**src/rtl/pipe_ctrl_pkg.sv**
```systemverilog
// pipe_ctrl_pkg: shared types and constants for the 5-stage ARM pipeline
// hazard controller.
//   REG_ADDR_W   register-number width
//   XZR          zero register number (never forwards, never stalls)
//   FLAG_N..C    bit positions inside the {N,Z,V,C} flag vector
//   fwd_sel_e    operand-forwarding source select
//   stage_ctrl_t control bundle carried through the EX/MEM/WB shadow stages
package pipe_ctrl_pkg;

  localparam int REG_ADDR_W = 5;

  localparam logic [REG_ADDR_W-1:0] XZR = 5'd31;

  localparam int FLAG_N = 3;
  localparam int FLAG_Z = 2;
  localparam int FLAG_V = 1;
  localparam int FLAG_C = 0;

  typedef enum logic [1:0] {
    REGFILE = 2'b00,
    MEM_RES = 2'b01,
    WB_RES  = 2'b10
  } fwd_sel_e;

  typedef struct packed {
    logic                  valid;
    logic [REG_ADDR_W-1:0] rn;
    logic [REG_ADDR_W-1:0] rm;
    logic                  use_rn;
    logic                  use_rm;
    logic [REG_ADDR_W-1:0] rd;
    logic                  reg_write;
    logic                  mem_read;
    logic                  update_flag;
  } stage_ctrl_t;

  // A stage produces register r when it will write r; XZR is never produced.
  function automatic logic is_producer(input stage_ctrl_t s,
                                       input logic [REG_ADDR_W-1:0] r);
    return s.valid & s.reg_write & (s.rd == r) & (r != XZR);
  endfunction

  // EX operand source: the younger MEM result wins over the older WB result.
  function automatic fwd_sel_e ex_fwd_sel(input logic                  use_bit,
                                          input logic [REG_ADDR_W-1:0] r,
                                          input stage_ctrl_t           mem,
                                          input stage_ctrl_t           wb);
    if (!use_bit)                 return REGFILE;
    else if (is_producer(mem, r)) return MEM_RES;
    else if (is_producer(wb, r))  return WB_RES;
    else                          return REGFILE;
  endfunction

endpackage

```
**src/rtl/ctrl_stage_reg.sv**
```systemverilog
// ctrl_stage_reg: one shadow pipeline register holding a stage_ctrl_t.
//   clk, reset_n  rising-edge clock, asynchronous active-low reset
//   load          capture d at the clock edge
//   clear         load an all-zero bundle (bubble); wins over load
//   d / q         control bundle in / out
module ctrl_stage_reg
  import pipe_ctrl_pkg::*;
(
  input  logic        clk,
  input  logic        reset_n,
  input  logic        load,
  input  logic        clear,
  input  stage_ctrl_t d,
  output stage_ctrl_t q
);

  // NOTE: sequential state uses non-blocking assignments so every stage
  // register samples its neighbour's pre-edge value, giving a true shift.
  always_ff @(posedge clk or negedge reset_n) begin
    if (!reset_n) begin
      q <= '0;
    end else if (clear) begin
      q <= '0;
    end else if (load) begin
      q <= d;
    end
  end

endmodule

```
**src/rtl/pipe_hazard_ctrl.sv**
```systemverilog
// pipe_hazard_ctrl: hazard and sequencing controller for the IF/ID/EX/MEM/WB
// ARM datapath. Shadows the ID control bundle through EX/MEM/WB, detects
// load-use and branch-operand stalls, generates forwarding selects, owns the
// NZVC flag register, resolves B.LT in ID and keeps cycle/stall counters.
// Ports:
//   clk, reset_n                      clock, asynchronous active-low reset
//   id_valid, id_rn, id_rm            ID instruction and its source registers
//   id_use_rn, id_use_rm              source consumed by EX
//   id_br_uses_rb                     CBZ/BR consumes port-B value in ID
//   id_cond_br                        B.LT in ID
//   id_rd, id_reg_write, id_mem_read, id_update_flag  decoded controls
//   ex_flags_in                       ALU {N,Z,V,C} of the EX instruction
//   pc_write, ifid_write, id_bubble   stall controls (0/0/1 while stalled)
//   fwd_a, fwd_b                      EX operand select (00 rf, 01 MEM, 10 WB)
//   fwd_br                            ID branch operand select (00 rf, 01 MEM)
//   flags_q                           registered {N,Z,V,C}
//   br_lt_taken                       B.LT in ID taken this cycle
//   cycle_cnt, stall_cnt              wrapping performance counters
module pipe_hazard_ctrl
  import pipe_ctrl_pkg::*;
#(
  parameter int ADDR_W = REG_ADDR_W,
  parameter int CNT_W  = 32
) (
  input  logic              clk,
  input  logic              reset_n,
  input  logic              id_valid,
  input  logic [ADDR_W-1:0] id_rn,
  input  logic [ADDR_W-1:0] id_rm,
  input  logic              id_use_rn,
  input  logic              id_use_rm,
  input  logic              id_br_uses_rb,
  input  logic              id_cond_br,
  input  logic [ADDR_W-1:0] id_rd,
  input  logic              id_reg_write,
  input  logic              id_mem_read,
  input  logic              id_update_flag,
  input  logic [3:0]        ex_flags_in,
  output logic              pc_write,
  output logic              ifid_write,
  output logic              id_bubble,
  output logic [1:0]        fwd_a,
  output logic [1:0]        fwd_b,
  output logic [1:0]        fwd_br,
  output logic [3:0]        flags_q,
  output logic              br_lt_taken,
  output logic [CNT_W-1:0]  cycle_cnt,
  output logic [CNT_W-1:0]  stall_cnt
);

  stage_ctrl_t id_bundle;
  stage_ctrl_t ex_q;
  stage_ctrl_t mem_q;
  stage_ctrl_t wb_q;

  logic       stall;
  logic       load_use;
  logic       br_ex_hazard;
  logic       br_mem_hazard;
  logic       ex_sets_flags;
  logic [3:0] eff_flags;

  always_comb begin
    id_bundle             = '0;
    id_bundle.valid       = id_valid;
    id_bundle.rn          = id_rn;
    id_bundle.rm          = id_rm;
    id_bundle.use_rn      = id_use_rn;
    id_bundle.use_rm      = id_use_rm;
    id_bundle.rd          = id_rd;
    id_bundle.reg_write   = id_reg_write;
    id_bundle.mem_read    = id_mem_read;
    id_bundle.update_flag = id_update_flag;
  end

  // ---------------------------------------------------------------------
  // Shadow stages. A stall turns the instruction entering EX into a bubble
  // while ID itself is held by pc_write/ifid_write.
  // ---------------------------------------------------------------------
  ctrl_stage_reg u_ex_reg (
    .clk     (clk),
    .reset_n (reset_n),
    .load    (1'b1),
    .clear   (stall),
    .d       (id_bundle),
    .q       (ex_q)
  );

  ctrl_stage_reg u_mem_reg (
    .clk     (clk),
    .reset_n (reset_n),
    .load    (1'b1),
    .clear   (1'b0),
    .d       (ex_q),
    .q       (mem_q)
  );

  ctrl_stage_reg u_wb_reg (
    .clk     (clk),
    .reset_n (reset_n),
    .load    (1'b1),
    .clear   (1'b0),
    .d       (mem_q),
    .q       (wb_q)
  );

  // ---------------------------------------------------------------------
  // Hazard detection
  // ---------------------------------------------------------------------
  // NOTE: every signal assigned in an always_comb gets a default first, so
  // no path can leave it unassigned and infer a latch.
  always_comb begin
    load_use      = 1'b0;
    br_ex_hazard  = 1'b0;
    br_mem_hazard = 1'b0;

    // Load result is not available until after MEM, so an EX load feeding
    // the next instruction's EX stage costs one bubble.
    if (ex_q.mem_read) begin
      load_use = (id_use_rn & is_producer(ex_q, id_rn)) |
                 (id_use_rm & is_producer(ex_q, id_rm));
    end

    // CBZ/BR read their operand in ID, one stage earlier than EX consumers:
    // any EX producer is too late, and a MEM load is still too late.
    if (id_br_uses_rb) begin
      br_ex_hazard  = is_producer(ex_q, id_rm);
      br_mem_hazard = is_producer(mem_q, id_rm) & mem_q.mem_read;
    end

    stall = id_valid & (load_use | br_ex_hazard | br_mem_hazard);
  end

  always_comb begin
    pc_write   = ~stall;
    ifid_write = ~stall;
    id_bubble  = stall;
  end

  // ---------------------------------------------------------------------
  // Forwarding
  // ---------------------------------------------------------------------
  always_comb begin
    fwd_a  = ex_fwd_sel(ex_q.use_rn, ex_q.rn, mem_q, wb_q);
    fwd_b  = ex_fwd_sel(ex_q.use_rm, ex_q.rm, mem_q, wb_q);
    fwd_br = REGFILE;
    // The register file writes through, so a WB producer needs no bypass.
    if (id_br_uses_rb && is_producer(mem_q, id_rm) && !mem_q.mem_read) begin
      fwd_br = MEM_RES;
    end
  end

  // ---------------------------------------------------------------------
  // Flags and B.LT resolution
  // ---------------------------------------------------------------------
  always_comb begin
    ex_sets_flags = ex_q.valid & ex_q.update_flag;
    // A flag-setter directly ahead of B.LT is still in EX: bypass its flags.
    eff_flags     = ex_sets_flags ? ex_flags_in : flags_q;
    br_lt_taken   = id_valid & id_cond_br &
                    (eff_flags[FLAG_N] ^ eff_flags[FLAG_V]) & ~stall;
  end

  always_ff @(posedge clk or negedge reset_n) begin
    if (!reset_n) begin
      flags_q <= '0;
    end else if (ex_sets_flags) begin
      flags_q <= ex_flags_in;
    end
  end

  // ---------------------------------------------------------------------
  // Performance counters (wrap naturally)
  // ---------------------------------------------------------------------
  always_ff @(posedge clk or negedge reset_n) begin
    if (!reset_n) begin
      cycle_cnt <= '0;
      stall_cnt <= '0;
    end else begin
      cycle_cnt <= cycle_cnt + CNT_W'(1);
      if (stall) begin
        stall_cnt <= stall_cnt + CNT_W'(1);
      end
    end
  end

endmodule

```
**config.mk**
```make
export PLATFORM = sky130hd
export DESIGN_NAME = pipe_hazard_ctrl
export DESIGN_NICKNAME = d
export VERILOG_FILES = /design/src/rtl/pipe_ctrl_pkg.sv /design/src/rtl/ctrl_stage_reg.sv /design/src/rtl/pipe_hazard_ctrl.sv
export SDC_FILE = /design/constraint.sdc
export NUM_CORES = 1
export LEC_CHECK = 0
export CAP_MARGIN = 40
export CORE_MARGIN = 10
export CORE_UTILIZATION = 47
export CTS_CLUSTER_SIZE = 28
export DETAILED_ROUTE_END_ITERATION = 7
export DONT_BUFFER_PORTS = 1
export GPL_TIMING_DRIVEN = 0
export PLACE_DENSITY = 0.63
export SETUP_SLACK_MARGIN = 0.15
export SLEW_MARGIN = 20
export SYNTH_ARGS = -nofsm -noshare
export SYNTH_HDL_FRONTEND = slang
export SYNTH_HIERARCHICAL = 1
export SYNTH_SLANG_ARGS = --single-unit
```
**constraint.sdc**
```tcl
create_clock -name clk -period 5 [get_ports clk]
set_clock_uncertainty 0.05 [all_clocks]
set_input_delay 1 -clock clk [delete_from_list [all_inputs] [get_ports clk]]
set_output_delay 1 -clock clk [all_outputs]
set_load 0.02 [all_outputs]
```
==> key figures <==
Setup path
  • Worst EP arrival: 2630 ps
  • Worst path required time: 3950 ps
  • Critical Path Sink Type: primary output
  • R2R depth: 8
  • RR Startpoint: u_mem_reg/q[5]
  • Critical Path Start Type: input port
  • Critical Path Fanout Max: 4
  • R2R Setup Slk: 2200 ps
  • Critical setup path kind: input port to primary output
  • Reg-to-reg endpoint: u_ex_reg/q[10]

CTS
  • Worst-path clk slew: 90 ps
  • Clk sinks: 104
  • Clk root buf: clkbuf_8
  • CTS Buf Count: 9
  • Clk buf depth: 2
  • Post-CTS setup buffers: 0
  • CTS resizes: 0
  • H-Tree Depth: 3
  • Worst skew pair latency: 380 ps
  • CTS Hold Bufs: 0
  • CTS tree: built

Layout
  • Area Growth Syn to Fin: 7.339%
  • Share of layout cells above drive strength 1: 9.736%
  • Layout Cells excl Fill: 633
  • Nets@finish: 519
  • # diodes: 0

Floorplan
  • Boundary Pins: 107
  • Die height: 124.7 um
  • Die span in x: 124.7 um
  • Row cnt: 38
  • Placeable Area: 10790 sq um
  • Starting Density: 47.70%
  • Die area: 15540 sq um

Run status
  • Status: finished clean

Timing
  • Final period util: 73.51%
  • Setup TNS: 0 ps
  • Fin crit period: 3676 ps
  • Fin. Hold Viols: 0
  • Max Slew Vio Count: 0
  • Setup violators final: 0
  • Slew HR: 62.72%
  • Slew @ Worst Pin: 555.9 ps
  • RSZ-0062 raised after global routing: no
  • Peak Freq: 272.1 MHz

GRT
  • Overflow after GRT: 0
  • Gr usage total: 15.07%
  • Antenna violations before repair: 0
  • First-pass GRT wire length: 19070 um
  • Largest net degree at the start of global routing: 105
  • Vias in the first global route: 3495

Synth
  • Mapped Cells: 469
  • Yosys warnings: 6
  • Average size of a mapped cell: 10.98 sq um
  • Cell area after synthesis: 5149 sq um

Drt
  • WL/cell: 18.42 um
  • Via density: 5.387
  • Residual DRC: 0
  • Vias: 3410
  • Drt first pass iters: 4
  • WL final: 11660 um
  • Routed Antenna Nets: 0
  • DR iter-0 viols: 258

Power
  • Leak: 2.594 nW
  • Clk pwr share: 30.5%
  • NetSw: 0.0004098 W
  • Worst vdd ir: 0.2010 mV
  • Cell internal pwr: 0.001129 W
  • Combinational power share: 8.3%
  • Switching part of the total: 26.63%
  • Power share of the sequential group: 61.2%
  • PD cells: 278.5 nW/um^2

Placed design
  • DP HPWL: 8698 um
  • Cell count after placement: 617
  • I/O Buffers: 0
  • Final GP Congestion: 0.8003

Worst hold path
  • Path category of the worst min-delay check: input port to async pin

Job
  • Max Cap Viol: 0
worst max-delay path, stage by stage:
cell,delay (ps)
xor2_1,160
nor4_1,100
and3_2,210
a211oi_1,510
nand2b_1,380
inv_1,260
placed cells by master, fill, tap and decap left out, types with 3 or more instances in the layout:
cell	count
conb_1	8
xnor2_1	58
nand2_1	27
nor3_1	10
nand4_1	15
clkbuf_1	10
buf_8	6
nand3_1	30
mux2_2	5
dfrtp_1	104
and3_1	17
and3_2	3
nor4_1	10
xor2_1	38
and2_1	6
mux2i_1	36
clkbuf_8	9
clkbuf_2	3
inv_1	6
nor3_2	4
and4_1	4
nor2_1	51
registers in the layout, indices dropped and copies added (netlist names):
register and flops:
u_ex_reg/q 21, flags_q 4, cycle_cnt 32, stall_cnt 32, u_wb_reg/q 7, u_mem_reg/q 8
worst max path at each step:
| stage | startpoint | endpoint | slack (ps) | cells past startpoint |
|---|---|---|---|---|
| after global routing | id_rn[4] | id_bubble | 1140 | 6 |
| final | id_rm[2] | id_bubble | 1320 | 6 |
| after CTS | id_rn[4] | id_bubble | 1300 | 6 |
| after floorplan | id_rn[4] | id_bubble | 1630 | 6 |
| after global placement | id_rn[4] | id_bubble | 1320 | 6 |
| after detailed placement | id_rn[4] | id_bubble | 1310 | 6 |
routing by layer:
layer  vias to the layer above  wire length (um)  track usage [%]
li1                       1619                 -                -
met1                      1698              4941            17.83
met2                        83              5554            23.85
met3                        10              1023            7.362
met4                         0               140            3.975
met5                         -                 0                0
final cells by class:
class                   instances  area (sq um)
plain buffers                  21         166.4
clock buffers                  11         131.4
clock inverters                 5         33.78
fillers                      1007          5266
inverters                       6         22.52
multi-input cells             344          2380
flip-flops and latches        104          2603
well taps                     140         175.2
repair buffers                  2         15.01
stage by stage:
step	utilization (%)	hold slack [ps]	power [W]	instance area [sq um]	worst slack, ps
after floorplan	-	462.5	0.001056	5171	1628
after global placement	49.54	498.1	0.001080	5346	1320
after detailed placement	49.68	535.3	0.001086	5361	1306
after CTS	51.21	226.8	0.001563	5527	1300
after global routing	51.21	214.6	0.001622	5527	1142
final	51.21	258.0	0.001539	5527	1324
power by group through the flow:
stage	Clock [W]	Combinational (W)	Sequential (W)
global placement	0	0.000122	0.000958
floorplan	0	0.000113	0.000943
finish	0.000469	0.000128	0.000942
global route	0.000531	0.000144	0.000947
detailed placement	0	0.000127	0.000959
CTS	0.000493	0.000127	0.000943
Note: power is estimated with default switching activity, not from simulation.
